--- config.mk ---
export PLATFORM = sky130hd
export DESIGN_NAME = instr_fetch_unit
export DESIGN_NICKNAME = d
export VERILOG_FILES = /design/src/rtl/riscv_pkg.sv /design/src/rtl/fetch_fifo.sv /design/src/rtl/instr_fetch_unit.sv
export SDC_FILE = /design/constraint.sdc
export NUM_CORES = 1
export LEC_CHECK = 0
export BUFFER_PORTS_ARGS = -buffer_cell sky130_fd_sc_hd__buf_2
export CAP_MARGIN = 20
export CORE_ASPECT_RATIO = 0.5
export CORE_MARGIN = 2
export CORE_UTILIZATION = 59
export DETAILED_ROUTE_END_ITERATION = 10
export GPL_TIMING_DRIVEN = 0
export PLACE_DENSITY = 0.85
export RECOVER_POWER = 25
export SYNTH_ARGS = -nofsm -noshare
export SYNTH_HDL_FRONTEND = slang
export SYNTH_SLANG_ARGS = --single-unit
--- constraint.sdc ---
create_clock -name clk -period 17.36 [get_ports clk]
set_input_delay 2.604 -clock clk [delete_from_list [all_inputs] [get_ports clk]]
set_output_delay 2.604 -clock clk [all_outputs]
set_load 0.01 [all_outputs]
--- src/rtl/riscv_pkg.sv ---
// Shared RV32I definitions: widths, reset vector, opcodes and instruction field positions.
package riscv_pkg;

    localparam int          XLEN_DEF     = 32;
    localparam logic [31:0] RESET_PC_DEF = 32'h0000_0000;

    localparam logic [6:0] OPC_OP     = 7'b0110011;
    localparam logic [6:0] OPC_OP_IMM = 7'b0010011;
    localparam logic [6:0] OPC_LOAD   = 7'b0000011;
    localparam logic [6:0] OPC_STORE  = 7'b0100011;
    localparam logic [6:0] OPC_BRANCH = 7'b1100011;

    localparam int OPCODE_LSB = 0;
    localparam int OPCODE_W   = 7;
    localparam int RD_LSB     = 7;
    localparam int FUNCT3_LSB = 12;
    localparam int FUNCT3_W   = 3;
    localparam int RS1_LSB    = 15;
    localparam int RS2_LSB    = 20;
    localparam int REG_W      = 5;
    localparam int FUNCT7_LSB = 25;
    localparam int FUNCT7_W   = 7;

    // Event counters stick at all-ones instead of wrapping.
    function automatic logic [31:0] sat_add32(input logic [31:0] a, input logic [31:0] b);
        logic [32:0] s;
        s = {1'b0, a} + {1'b0, b};
        return s[32] ? 32'hFFFF_FFFF : s[31:0];
    endfunction

endpackage

--- src/rtl/fetch_fifo.sv ---
// Synchronous FIFO with flush; storage is unreset, pointers and count reset asynchronously.
module fetch_fifo #(
    parameter  int DEPTH = 2,
    parameter  int WIDTH = 64,
    localparam int AW    = $clog2(DEPTH),
    localparam int CW    = AW + 1
) (
    input  logic             clk,
    input  logic             rst_n,
    input  logic             flush,
    input  logic             push,
    input  logic             pop,
    input  logic [WIDTH-1:0] wdata,
    output logic [WIDTH-1:0] rdata,
    output logic             full,
    output logic             empty,
    output logic [CW-1:0]    count
);

    logic [WIDTH-1:0] mem_q [DEPTH];
    logic [WIDTH-1:0] mem_d [DEPTH];
    logic [AW-1:0]    rd_ptr_q, rd_ptr_d, wr_ptr_q, wr_ptr_d;
    logic [CW-1:0]    count_q, count_d;
    logic             do_push, do_pop;

    assign full  = (count_q == CW'(DEPTH));
    assign empty = (count_q == '0);
    assign count = count_q;
    assign rdata = mem_q[rd_ptr_q];

    assign do_pop  = pop && !empty;
    assign do_push = push && (!full || do_pop);

    always_comb begin
        mem_d    = mem_q;
        rd_ptr_d = rd_ptr_q;
        wr_ptr_d = wr_ptr_q;
        count_d  = count_q;
        if (flush) begin
            rd_ptr_d = '0;
            wr_ptr_d = '0;
            count_d  = '0;
        end else begin
            if (do_push) begin
                mem_d[wr_ptr_q] = wdata;
                wr_ptr_d        = wr_ptr_q + AW'(1);
            end
            if (do_pop) begin
                rd_ptr_d = rd_ptr_q + AW'(1);
            end
            count_d = count_q + CW'(do_push) - CW'(do_pop);
        end
    end

    always_ff @(posedge clk) begin
        mem_q <= mem_d;
    end

    always_ff @(posedge clk or negedge rst_n) begin
        if (!rst_n) begin
            rd_ptr_q <= '0;
            wr_ptr_q <= '0;
            count_q  <= '0;
        end else begin
            rd_ptr_q <= rd_ptr_d;
            wr_ptr_q <= wr_ptr_d;
            count_q  <= count_d;
        end
    end

endmodule

--- src/rtl/instr_fetch_unit.sv ---
// RV32I fetch stage: credit-limited imem requests, registered instruction FIFO, redirect flush.
// Define FETCH_PERF_CNT_EN to add the perf_fetched / perf_flushed counters.
module instr_fetch_unit #(
    parameter int          XLEN      = riscv_pkg::XLEN_DEF,
    parameter logic [31:0] RESET_PC  = riscv_pkg::RESET_PC_DEF,
    parameter int          BUF_DEPTH = 2
) (
    input  logic            clk,
    input  logic            rst_n,
    output logic            imem_req_valid,
    input  logic            imem_req_ready,
    output logic [XLEN-1:0] imem_req_addr,
    input  logic            imem_rsp_valid,
    input  logic [31:0]     imem_rsp_data,
    input  logic            redirect_valid,
    input  logic [XLEN-1:0] redirect_pc,
    output logic            if_valid,
    input  logic            if_ready,
    output logic [XLEN-1:0] if_pc,
    output logic [31:0]     if_instr,
    output logic [6:0]      if_opcode,
    output logic [2:0]      if_funct3,
    output logic [6:0]      if_funct7
`ifdef FETCH_PERF_CNT_EN
    ,
    output logic [31:0]     perf_fetched,
    output logic [31:0]     perf_flushed
`endif
);
    import riscv_pkg::*;

    localparam int CW = $clog2(BUF_DEPTH) + 1;

    logic [XLEN-1:0]    fetch_pc_q, fetch_pc_d, rsp_pc_q, rsp_pc_d, redirect_base;
    logic [CW-1:0]      outst_q, outst_d, drop_cnt_q, drop_cnt_d;
    logic [CW-1:0]      fifo_count;
    logic               fifo_full, fifo_empty, fifo_push, fifo_pop, credit_ok, req_hs;
    logic [XLEN+31:0]   fifo_rdata;

    assign redirect_base  = {redirect_pc[XLEN-1:2], 2'b00};
    assign credit_ok      = ({1'b0, outst_q} + {1'b0, fifo_count}) < (CW+1)'(BUF_DEPTH);
    // rst_n gates the request so nothing is offered while the core is held in reset.
    assign imem_req_valid = rst_n && credit_ok && !redirect_valid;
    assign imem_req_addr  = fetch_pc_q;
    assign req_hs         = imem_req_valid && imem_req_ready;
    assign fifo_pop       = if_valid && if_ready;

    always_comb begin
        fetch_pc_d = fetch_pc_q;
        rsp_pc_d   = rsp_pc_q;
        drop_cnt_d = drop_cnt_q;
        fifo_push  = 1'b0;
        outst_d    = outst_q;
        if (req_hs)         outst_d = outst_d + CW'(1);
        if (imem_rsp_valid) outst_d = outst_d - CW'(1);
        if (redirect_valid) begin
            // Everything still in flight after this cycle belongs to the old path.
            fetch_pc_d = redirect_base;
            rsp_pc_d   = redirect_base;
            drop_cnt_d = outst_d;
        end else begin
            if (req_hs) fetch_pc_d = fetch_pc_q + XLEN'(4);
            if (imem_rsp_valid) begin
                if (drop_cnt_q != '0) begin
                    drop_cnt_d = drop_cnt_q - CW'(1);
                end else begin
                    fifo_push = 1'b1;
                    rsp_pc_d  = rsp_pc_q + XLEN'(4);
                end
            end
        end
    end

    always_ff @(posedge clk or negedge rst_n) begin
        if (!rst_n) begin
            fetch_pc_q <= XLEN'(RESET_PC);
            rsp_pc_q   <= XLEN'(RESET_PC);
            outst_q    <= '0;
            drop_cnt_q <= '0;
        end else begin
            fetch_pc_q <= fetch_pc_d;
            rsp_pc_q   <= rsp_pc_d;
            outst_q    <= outst_d;
            drop_cnt_q <= drop_cnt_d;
        end
    end

    fetch_fifo #(
        .DEPTH (BUF_DEPTH),
        .WIDTH (XLEN + 32)
    ) u_fifo (
        .clk   (clk),
        .rst_n (rst_n),
        .flush (redirect_valid),
        .push  (fifo_push),
        .pop   (fifo_pop),
        .wdata ({rsp_pc_q, imem_rsp_data}),
        .rdata (fifo_rdata),
        .full  (fifo_full),
        .empty (fifo_empty),
        .count (fifo_count)
    );

    assign if_valid  = !fifo_empty;
    assign if_pc     = if_valid ? fifo_rdata[XLEN+31:32] : '0;
    assign if_instr  = if_valid ? fifo_rdata[31:0] : '0;
    assign if_opcode = if_instr[OPCODE_LSB +: OPCODE_W];
    assign if_funct3 = if_instr[FUNCT3_LSB +: FUNCT3_W];
    assign if_funct7 = if_instr[FUNCT7_LSB +: FUNCT7_W];

`ifdef FETCH_PERF_CNT_EN
    logic [31:0] perf_fetched_q, perf_fetched_d, perf_flushed_q, perf_flushed_d, flush_amt;

    // Flushed = buffered entries not taken by decode plus newly orphaned in-flight requests.
    assign flush_amt = 32'(fifo_count) - 32'(fifo_pop) + 32'(outst_q) - 32'(drop_cnt_q);

    always_comb begin
        perf_fetched_d = perf_fetched_q;
        perf_flushed_d = perf_flushed_q;
        if (fifo_pop)       perf_fetched_d = sat_add32(perf_fetched_q, 32'd1);
        if (redirect_valid) perf_flushed_d = sat_add32(perf_flushed_q, flush_amt);
    end

    always_ff @(posedge clk or negedge rst_n) begin
        if (!rst_n) begin
            perf_fetched_q <= '0;
            perf_flushed_q <= '0;
        end else begin
            perf_fetched_q <= perf_fetched_d;
            perf_flushed_q <= perf_flushed_d;
        end
    end

    assign perf_fetched = perf_fetched_q;
    assign perf_flushed = perf_flushed_q;
`else
    logic unused_ok;
    assign unused_ok = fifo_full;
`endif

endmodule

# Word-level counts from Yosys, hierarchy flattened
# Index checks and enable logic that the tools add are counted.
# totals
ff_bits	200
inputBits	70
output_inout_bits	115
wordCells	75
# op_classes
n_addsub	10
order_cmp	4
eq_ne	2
n_mux	26
bitwise	3
reduce_logical	21
# op_table
op	n
2-to-1 mux 64 bit	4
2-to-1 mux 32 bit	7
bitwise mux 128 bit	1
adder 32 x 3 -> 32 bit, second input constant	2
demux 64 bit (select 1 bit)	1
2-to-1 mux 2 bit	6
nonzero test 2 bit	6
logical AND 1 bit	7
2-to-1 mux 1 bit	7
AND reduction 2 bit	3
>= comparator 2 bit, second input constant	2
inverter 1 -> 2 bit	2
subtractor 2 x 1 -> 2 bit, second input constant	2
adder 2 x 2 -> 3 bit	1
zero test 1 bit	3
< comparator 3 x 2 -> 1 bit, second input constant	1
adder 1 bit, second input constant	2
adder 2 x 1 -> 2 bit	1
adder 2 x 1 -> 2 bit, second input constant	1
equality test 2 bit, second input constant	1
zero test 2 bit	1
< comparator 2 x 1 -> 1 bit, second input constant	1
!= test 2 bit, second input constant	1
subtractor 2 x 1 -> 2 bit	1
other kinds (2)	2

# Longest topological paths before layout
# Gate-level depths: netlist of the first run.
# depth
depth_word	9
ltp_mapped	10
ltp_nobuf	8

# Cells and area by module
# A second synthesis of the first run with hierarchy kept.
# hier_totals
hier_cells	716
hier_area_um2	9281.4
# modules_own_cells
module	n_inst	cells_per_inst	area_each_um2	seq_area_each_um2
fetch_fifo	1	222	5071.1	3943.8
instr_fetch_unit	1	494	4210.3	1601.5

# Least setup slack after synthesis of the first run
# OpenSTA, ideal clock, no wires.
# synth_path
path_type	input to register
from	in redirect_valid
to	reg u_fifo.mem_q[100] in the netlist's numbering (enable)
setup_ps	635
t_arrival_ps	8884
required_ps	16725
path_slack_ps	7841
path_stages	3
n_path_buf	2
path_cell_list	buf_6 -> clkbuf_1 -> nor4_1
# synth_between
elab_chain_cells	3
word_cells_on_any_way	4
classes_between	mux: 1; bitwise: 1; reduce/logical: 2
# synth_lines
element	line_no	source
start: declaration	instr_fetch_unit.sv:15	input logic redirect_valid,
2-to-1 mux 1 bit	instr_fetch_unit.sv:56	if (redirect_valid) begin
logical AND 1 bit	fetch_fifo.sv:32	assign do_push = push && (!full || do_pop);
AND reduction 2 bit (no line) (*)	-	
end signal: assignment	fetch_fifo.sv:56	mem_q <= mem_d;
end: declaration	fetch_fifo.sv:20	logic [WIDTH-1:0] mem_q [DEPTH];
# Mark *: on every way between the ends. The rest lies on a longest branch, timed or not.
# A chain may end at the register's enable or synchronous reset.

# Final worst setup path of the first run
# layout_path
from	in rst_n
to	out imem_req_valid
# layout_between
elab_chain_cells	2
# layout_lines
element	line_no	source
start: declaration	instr_fetch_unit.sv:9	input logic rst_n,
logical AND 1 bit (2 in a row)	instr_fetch_unit.sv:43	assign imem_req_valid = rst_n && credit_ok && !redirect_valid;
end: declaration	instr_fetch_unit.sv:10	output logic imem_req_valid,
# Every way passes these cells.

==> results of run 1 <==
flip-flops by register name, summed over array words and instances (netlist names):
signal	flops
drop_cnt_q	2
imem_req_addr	30
outst_q	2
rsp_pc_q	30
u_fifo.count	2
u_fifo.mem_q	124
u_fifo.rd_ptr_q	1
u_fifo.wr_ptr_q	1
through the flow:
| step | area [um^2] | hold WS, ps | setup slack (ps) | utilization |
|---|---|---|---|---|
| 2_1_floorplan | 8660 | 462 | 7840 | - |
| 3_3_place_gp | 9790 | 483 | 4860 | 0.681 |
| 3_5_place_dp | 9870 | 481 | 10430 | 0.686 |
| 4_1_cts | 10400 | 498 | 10430 | 0.726 |
| 5_1_grt | 10400 | 514 | 10300 | 0.724 |
| 6_report | 10400 | 502 | 10460 | 0.724 |
worst max-delay path, delay by kind of cell:
family	cells	cell delay, ps
buf+inv	4	1090
simple gates	1	550
kinds of logic after synthesis:
group	count (synthesis)	synth area share
muxes	78	0.0924
other	1	0.000434
xor gates and xnor gates	45	0.0456
adders and majority gates	6	0.00955
and+or+nand+nor	234	0.133
AOI/OAI and AO/OA	69	0.0534
buffers and inverters	64	0.0386
DFF	192	0.627
power breakdown:
group / switching [mW] / internal (mW) / total (mW)
clock network: 0.179 / 0.203 / 0.382
registers: 0.0399 / 0.538 / 0.577
logic: 0.254 / 0.187 / 0.441
synthesized netlist by cell type (3+ instances only):
library cell  number  share of area
edfxtp_1         124           0.43
clkbuf_1          24          0.010
and2_1             4         0.0029
o31ai_1            3         0.0026
nor2_2             3         0.0022
nand4_1           14          0.010
xor2_1            18          0.018
nor4_1             8         0.0058
ha_1               5         0.0072
and4_1             8         0.0081
o311ai_0           7         0.0071
nor2_1            83          0.036
nor2b_1            3         0.0022
dfrtp_1           68           0.20
o211ai_1          12          0.010
xnor2_1           27          0.027
or3_1              4         0.0029
a31oi_1            4         0.0029
mux2_2            15          0.020
o21ai_0           26          0.015
mux2i_1           63          0.073
inv_1             15         0.0065
and3_1             9         0.0065
nand3_1           27          0.016
a21oi_1            3         0.0017
nand2_1           51          0.022
buf_4             21          0.018
nor3_1            10         0.0058
area by class of cell:
cell class | instances | area (um^2)
Buffer | 48 | 274
Clock buffer | 17 | 425
Clock inverter | 14 | 151
Fill cell | 1007 | 3970
Inverter | 16 | 60.1
Multi-Input combinational cell | 436 | 2910
Sequential cell | 192 | 5430
Tap cell | 198 | 248
Timing Repair Buffer | 185 | 932
final timing paths:
path | startpoint | end | slack [ps] | cells past startpoint
max in group asynchronous | rst_n | rsp_pc_q[29]$_DFFE_PN0P_ | 14490 | 1
max | rst_n | imem_req_valid | 10460 | 5
min reg2reg | rsp_pc_q[31]$_DFFE_PN0P_ | u_fifo.mem_q[127]$_DFFE_PP_ | 500 | 0
min in group asynchronous | rst_n | imem_req_addr[9]$_DFFE_PN0P_ | 2280 | 1
min | rsp_pc_q[31]$_DFFE_PN0P_ | u_fifo.mem_q[127]$_DFFE_PP_ | 500 | 0
max reg2reg | outst_q[0]$_DFF_PN0_ | imem_req_addr[21]$_DFFE_PN0P_ | 14490 | 8
per-layer routing:
metal  track usage  up-vias  part of all wire
met3        0.0471       27             0.089
met2         0.418      314              0.47
li1              -     2903                 -
met4        0.0856        0             0.014
met5             0        -                 0
met1         0.358     3051              0.42
==> summary.txt, run 1 <==
Outcome
  – Status: complete, no violations

Global routing
  – GR Overflow Total: 0
  – Largest net degree at the start of global routing: 70
  – Initial antenna violation count: 0
  – All-layer global routing usage: 0.257
  – Vias in the first global route: between 5000 and 6000
  – First-pass GRT wire length: ~31000 um

Timing
  – Final TNS setup: 0 ps
  – RSZ-0062 raised after global routing: false
  – Fmax: 145 MHz
  – Fin Clk Skew: ~11 ps
  – Hold Violations, Final: 0
  – Number of setup violations in the final report: 0
  – Slew at the pin closest to its max-slew limit: 876 ps
  – Tmin final: roughly 7000 ps
  – Final Max Slew Viols: 0
  – Rel. slew slack: 0.416
  – Tcrit/Tclk final: 0.397

Critical path
  – Crit end category: primary output
  – Crit-path max cell delay: 650 ps
  – Crit path arrival time: 4290 ps
  – Crit Path Class: in -> out
  – Crit start category: input port
  – Worst Path Required: ~15000 ps
  – Crit-path cells: buf_4 -> or4b_4 -> buf_6 -> inv_1 -> buf_2
  – Slowest CP cell: buf_4
  – Crit path max fanout: 69

Final layout
  – Post-Layout Cell Count: 1106
  – Commonest non-fill, non-tap cell in the layout: buf_2
  – Area delta synth->final: 20.5%
  – Inserted Diodes: 0
  – Final nets: approximately 970
  – Most frequent cells in the layout: buf_2 (160), edfxtp_1 (124), nor2_1 (83)
  – Share of post-route cells with drive strength above 1: 0.274

Yosys
  – Netlist Area Pre-Place: ~8600 um^2
  – Ys Warns: 0
  – Seq cells post-synth: 192
  – Most used DFF post-synth: edfxtp_1
  – Synthesized area per cell: about 13 um^2
  – Sequential element share of the synthesized area: 0.627
  – Mapped Cells: roughly 690
  – FFs w/ async S/R, synth: 0.354
  – Post-synth EDFFs: ~120
  – Distinct cells, synth: 52

Detailed routing
  – DRT Pass-1 Iters: 5
  – Final wirelength: a little over 20000 um
  – Post-route DRC: 0
  – Vias: roughly 6300
  – WL/cell: roughly 18 um
  – DRT iter0 DRCs: between 500 and 600
  – Post-route ant nets: 0
  – Avg Vias per Cell: between 5 and 6

Hold path
  – Hold WC Path Type: reg -> reg

CTS
  – Root Buffer: clkbuf_16
  – Reg clk slew, reported paths: approximately 70 ps
  – H-tree depth: 4
  – CTS Buffer Depth: 2
  – CTS Sinks: 192
  – # resized after CTS: 0
  – Setup Buffers After CTS: 0
  – Hold Buf Count CTS: 0
  – CTS tree: done
  – TritonCTS Buffers: 17
  – Clock Latency Late Sink: around 420 ps

Placement
  – HPWL Detailed: 14200 um
  – GPL Wtd Cong: 0.933
  – Placed cell count: 1075
  – I/O Buffers: 177

Die
  – Die H: around 90 um
  – Die area: 15700 um^2
  – Core ar.: between 10000 and 15000 um^2
  – Die X: about 180 um
  – Starting Density: 0.601
  – I/O Pins: ~190
  – Site row count: 31

Pwr
  – Total power draw: 1.40 mW
  – PwrDens: 134 nW/um^2
  – Leakage: between 4 and 5 nW
  – Max VDD drop: 0.0563 mV

Flow run
  – Max Cap Viol: 0
(Power assumes the default switching activity.)
==> run 2: changes to the inputs <==
Settings changed: ABC_AREA set to 1, CORE_UTILIZATION 59 to 50, PLACE_DENSITY 0.85 to 0.76.
Clock period 17.36 ns to 5.9 ns, I/O delays scaled along.
==> run 2 against run 1 <==
Compared with the run above:
- final area up 9.6%
- via count up 31%
- core utilization down 11 points
- sequential share of layout area down 4.6 points
- critical path depth unchanged
- first-iteration DRC count up 22%
- global-route usage up 0.42 points
- final cell count up 42%
- flip-flop and latch count unchanged
- clock power rose to 3.1 times the previous value
- routed wire length up 30%
- critical path type is now reg -> out
- largest cell class unchanged
- highest routed layer unchanged
==> summary.txt, run 2 <==
Detailed routing
  – Post-route DRC: 0
  – DRT Pass-1 Iters: 5
  – Post-route ant nets: 0
  – WL/cell: 16.7 um
  – Vias: 8271
  – Avg Vias per Cell: roughly 5.3
  – DRT iter0 DRCs: around 600
  – Final wirelength: approximately 26000 um

Pwr
  – Max VDD drop: roughly 0.16 mV
  – Total power draw: about 4.5 mW
  – Leakage: between 5 and 6 nW
  – PwrDens: between 300 and 400 nW/um^2

Critical path
  – Crit Path Class: reg -> out
  – Crit-path max cell delay: roughly 820 ps
  – Crit-path cells: nor2_1 -> clkbuf_1 -> a21oi_1 -> buf_4 -> buf_2
  – Cell family with most CP delay: simple AND/OR/NAND/NOR gates
  – Worst Path Required: approximately 5000 ps
  – Slowest CP cell: nor2_1
  – FF-to-FF setup slack: about 3200 ps
  – Crit end category: primary output
  – Crit path max fanout: 10
  – RR Endpoint: u_fifo.mem_q[62]$_DFFE_PP_
  – R2R depth: 7
  – CP Buf/Inv Count: 3
  – Crit start category: flop
  – Reg2reg start: drop_cnt_q[0]$_DFFE_PN0P_
  – Crit path arrival time: between 2000 and 3000 ps

Global routing
  – Initial antenna violation count: 0
  – First-pass GRT wire length: approximately 40000 um
  – Largest net degree at the start of global routing: 70
  – Vias in the first global route: a little under 8000
  – All-layer global routing usage: 0.261
  – GR Overflow Total: 0

Yosys
  – Seq cells post-synth: between 150 and 200
  – FFs w/ async S/R, synth: 0.354
  – Most used DFF post-synth: edfxtp_1
  – Top cells by count, synth: nand2_1 (388), edfxtp_1 (124), inv_1 (92), nor2_1 (92), a21oi_1 (78)
  – Distinct cells, synth: 42
  – Largest area contributor in the netlist: edfxtp_1
  – Top cell type's share of synthesized area: 0.389
  – Mapped Cells: roughly 1100
  – Netlist Area Pre-Place: ~9600 um^2
  – Post-synth EDFFs: about 120
  – Sequential element share of the synthesized area: 0.567
  – Ys Warns: 0
  – Synth area leaders: edfxtp_1 (39%), dfrtp_1 (18%), nand2_1 (15%)
  – Most frequent cell after synthesis: nand2_1
  – Synthesized area per cell: between 8 and 9 um^2

CTS
  – Setup Buffers After CTS: 0
  – Hold Buf Count CTS: 0
  – Reg clk slew, reported paths: ~70 ps
  – CTS Buffer Depth: 2
  – TritonCTS Buffers: 17
  – H-tree depth: 4
  – # resized after CTS: 0
  – CTS tree: done
  – Clock Latency Late Sink: 430 ps
  – Root Buffer: clkbuf_16
  – CTS Sinks: roughly 190

Final layout
  – Share of post-route cells with drive strength above 1: 0.194
  – Final nets: approximately 1400
  – Number of flip-flops in the largest register: 124
  – Finished Core Util: 0.615
  – Most frequent cells in the layout: nand2_1 (388), buf_2 (166), edfxtp_1 (124)
  – Inserted Diodes: 0
  – Area delta synth->final: 19.5%
  – Most flops, register: u_fifo.mem_q
  – Commonest non-fill, non-tap cell in the layout: nand2_1
  – Post-Layout Cell Count: ~1600

Die
  – Core ar.: ~19000 um^2
  – Die area: slightly above 20000 um^2
  – Site row count: 35
  – Die X: around 200 um
  – Die H: between 100 and 150 um
  – Starting Density: 0.515
  – I/O Pins: ~190

Hold path
  – Hold Path End: drop_cnt_q[1]$_DFFE_PN0P_
  – Hold_sp: drop_cnt_q[1]$_DFFE_PN0P_
  – Hold WC Path Type: reg -> reg
  – Hold Path Depth: 2

Placement
  – HPWL Detailed: between 15000 and 20000 um
  – GPL Wtd Cong: around 0.90
  – I/O Buffers: around 180
  – Placed cell count: roughly 1500

Outcome
  – Status: complete, no violations

Flow run
  – Max Cap Viol: 0

Timing
  – Hold Violations, Final: 0
  – Fin Clk Skew: about 19 ps
  – Fmax: around 290 MHz
  – RSZ-0062 raised after global routing: false
  – Final Max Slew Viols: 0
  – Tmin final: between 3000 and 4000 ps
  – Number of setup violations in the final report: 0
  – Rel. slew slack: 0.291
  – Slew at the pin closest to its max-slew limit: 1060 ps
  – Tcrit/Tclk final: 0.584
[run 2: logic make-up after synthesis]
logic type	count (synthesis)	synth area share
XOR/XNOR	19	0.0174
AO/OA/AOI/OAI	129	0.0734
other	1	0.000392
flip-flops	192	0.567
AND/OR/NAND/NOR	596	0.264
adder cells (fa/ha/maj)	6	0.00863
buffers and inverters	151	0.0686
[run 2: final cells by class]
cell class | count | area, um^2
Sequential cell | 192 | 5430
Multi-Input combinational cell | 754 | 3510
Inverter | 96 | 360
Buffer | 55 | 295
Timing Repair Buffer | 179 | 906
Tap cell | 259 | 324
Clock inverter | 15 | 183
Fill cell | 1616 | 7140
Clock buffer | 17 | 425
[run 2: worst reg2reg max path, delay by kind of cell, from the launching register on]
family | cells | cell delay [ps]
buf+inv | 2 | 380
flops | 1 | 370
fa+ha+maj | 1 | 170
simple gates | 4 | 1460
[run 2: worst max path at each step]
stage | from | endpoint | slack (ps) | cells after the start
2_1_floorplan | redirect_valid | u_fifo.mem_q[0]$_DFFE_PP_ | 1390 | 4
3_3_place_gp | imem_rsp_valid | u_fifo.mem_q[5]$_DFFE_PP_ | -160 | 5
3_5_place_dp | rst_n | imem_req_valid | 2750 | 4
4_1_cts | u_fifo.count[1]$_DFF_PN0_ | if_opcode[6] | 2350 | 5
5_1_grt | u_fifo.count[1]$_DFF_PN0_ | if_opcode[6] | 2200 | 5
6_report | u_fifo.count[1]$_DFF_PN0_ | if_instr[25] | 2460 | 5
[run 2: power breakdown]
part | leakage (nW) | internal, mW | switching, mW
Combinational | 2.85 | 0.517 | 0.950
Sequential | 1.95 | 1.63 | 0.205
Clock | 0.298 | 0.614 | 0.567
Total | 5.09 | 2.77 | 1.72
[run 2: layer usage]
layer	share of wire	wire, um	track usage
met4	0.018	458	0.0912
met5	0	0	0
met2	0.47	12300	0.441
met1	0.43	11300	0.345
met3	0.078	2040	0.0450
[run 2: stage by stage]
| step | TNS (ps) | setup slack, ps | instance area [um^2] | hold slack [ps] |
|---|---|---|---|---|
| after global placement | -17220 | -162 | 10800 | 465 |
| final | 0 | 2460 | 11400 | 493 |
| after detailed placement | 0 | 2750 | 10800 | 473 |
| after floorplan | 0 | 1390 | 9580 | 449 |
| after global routing | 0 | 2200 | 11400 | 521 |
| after CTS | 0 | 2350 | 11500 | 492 |
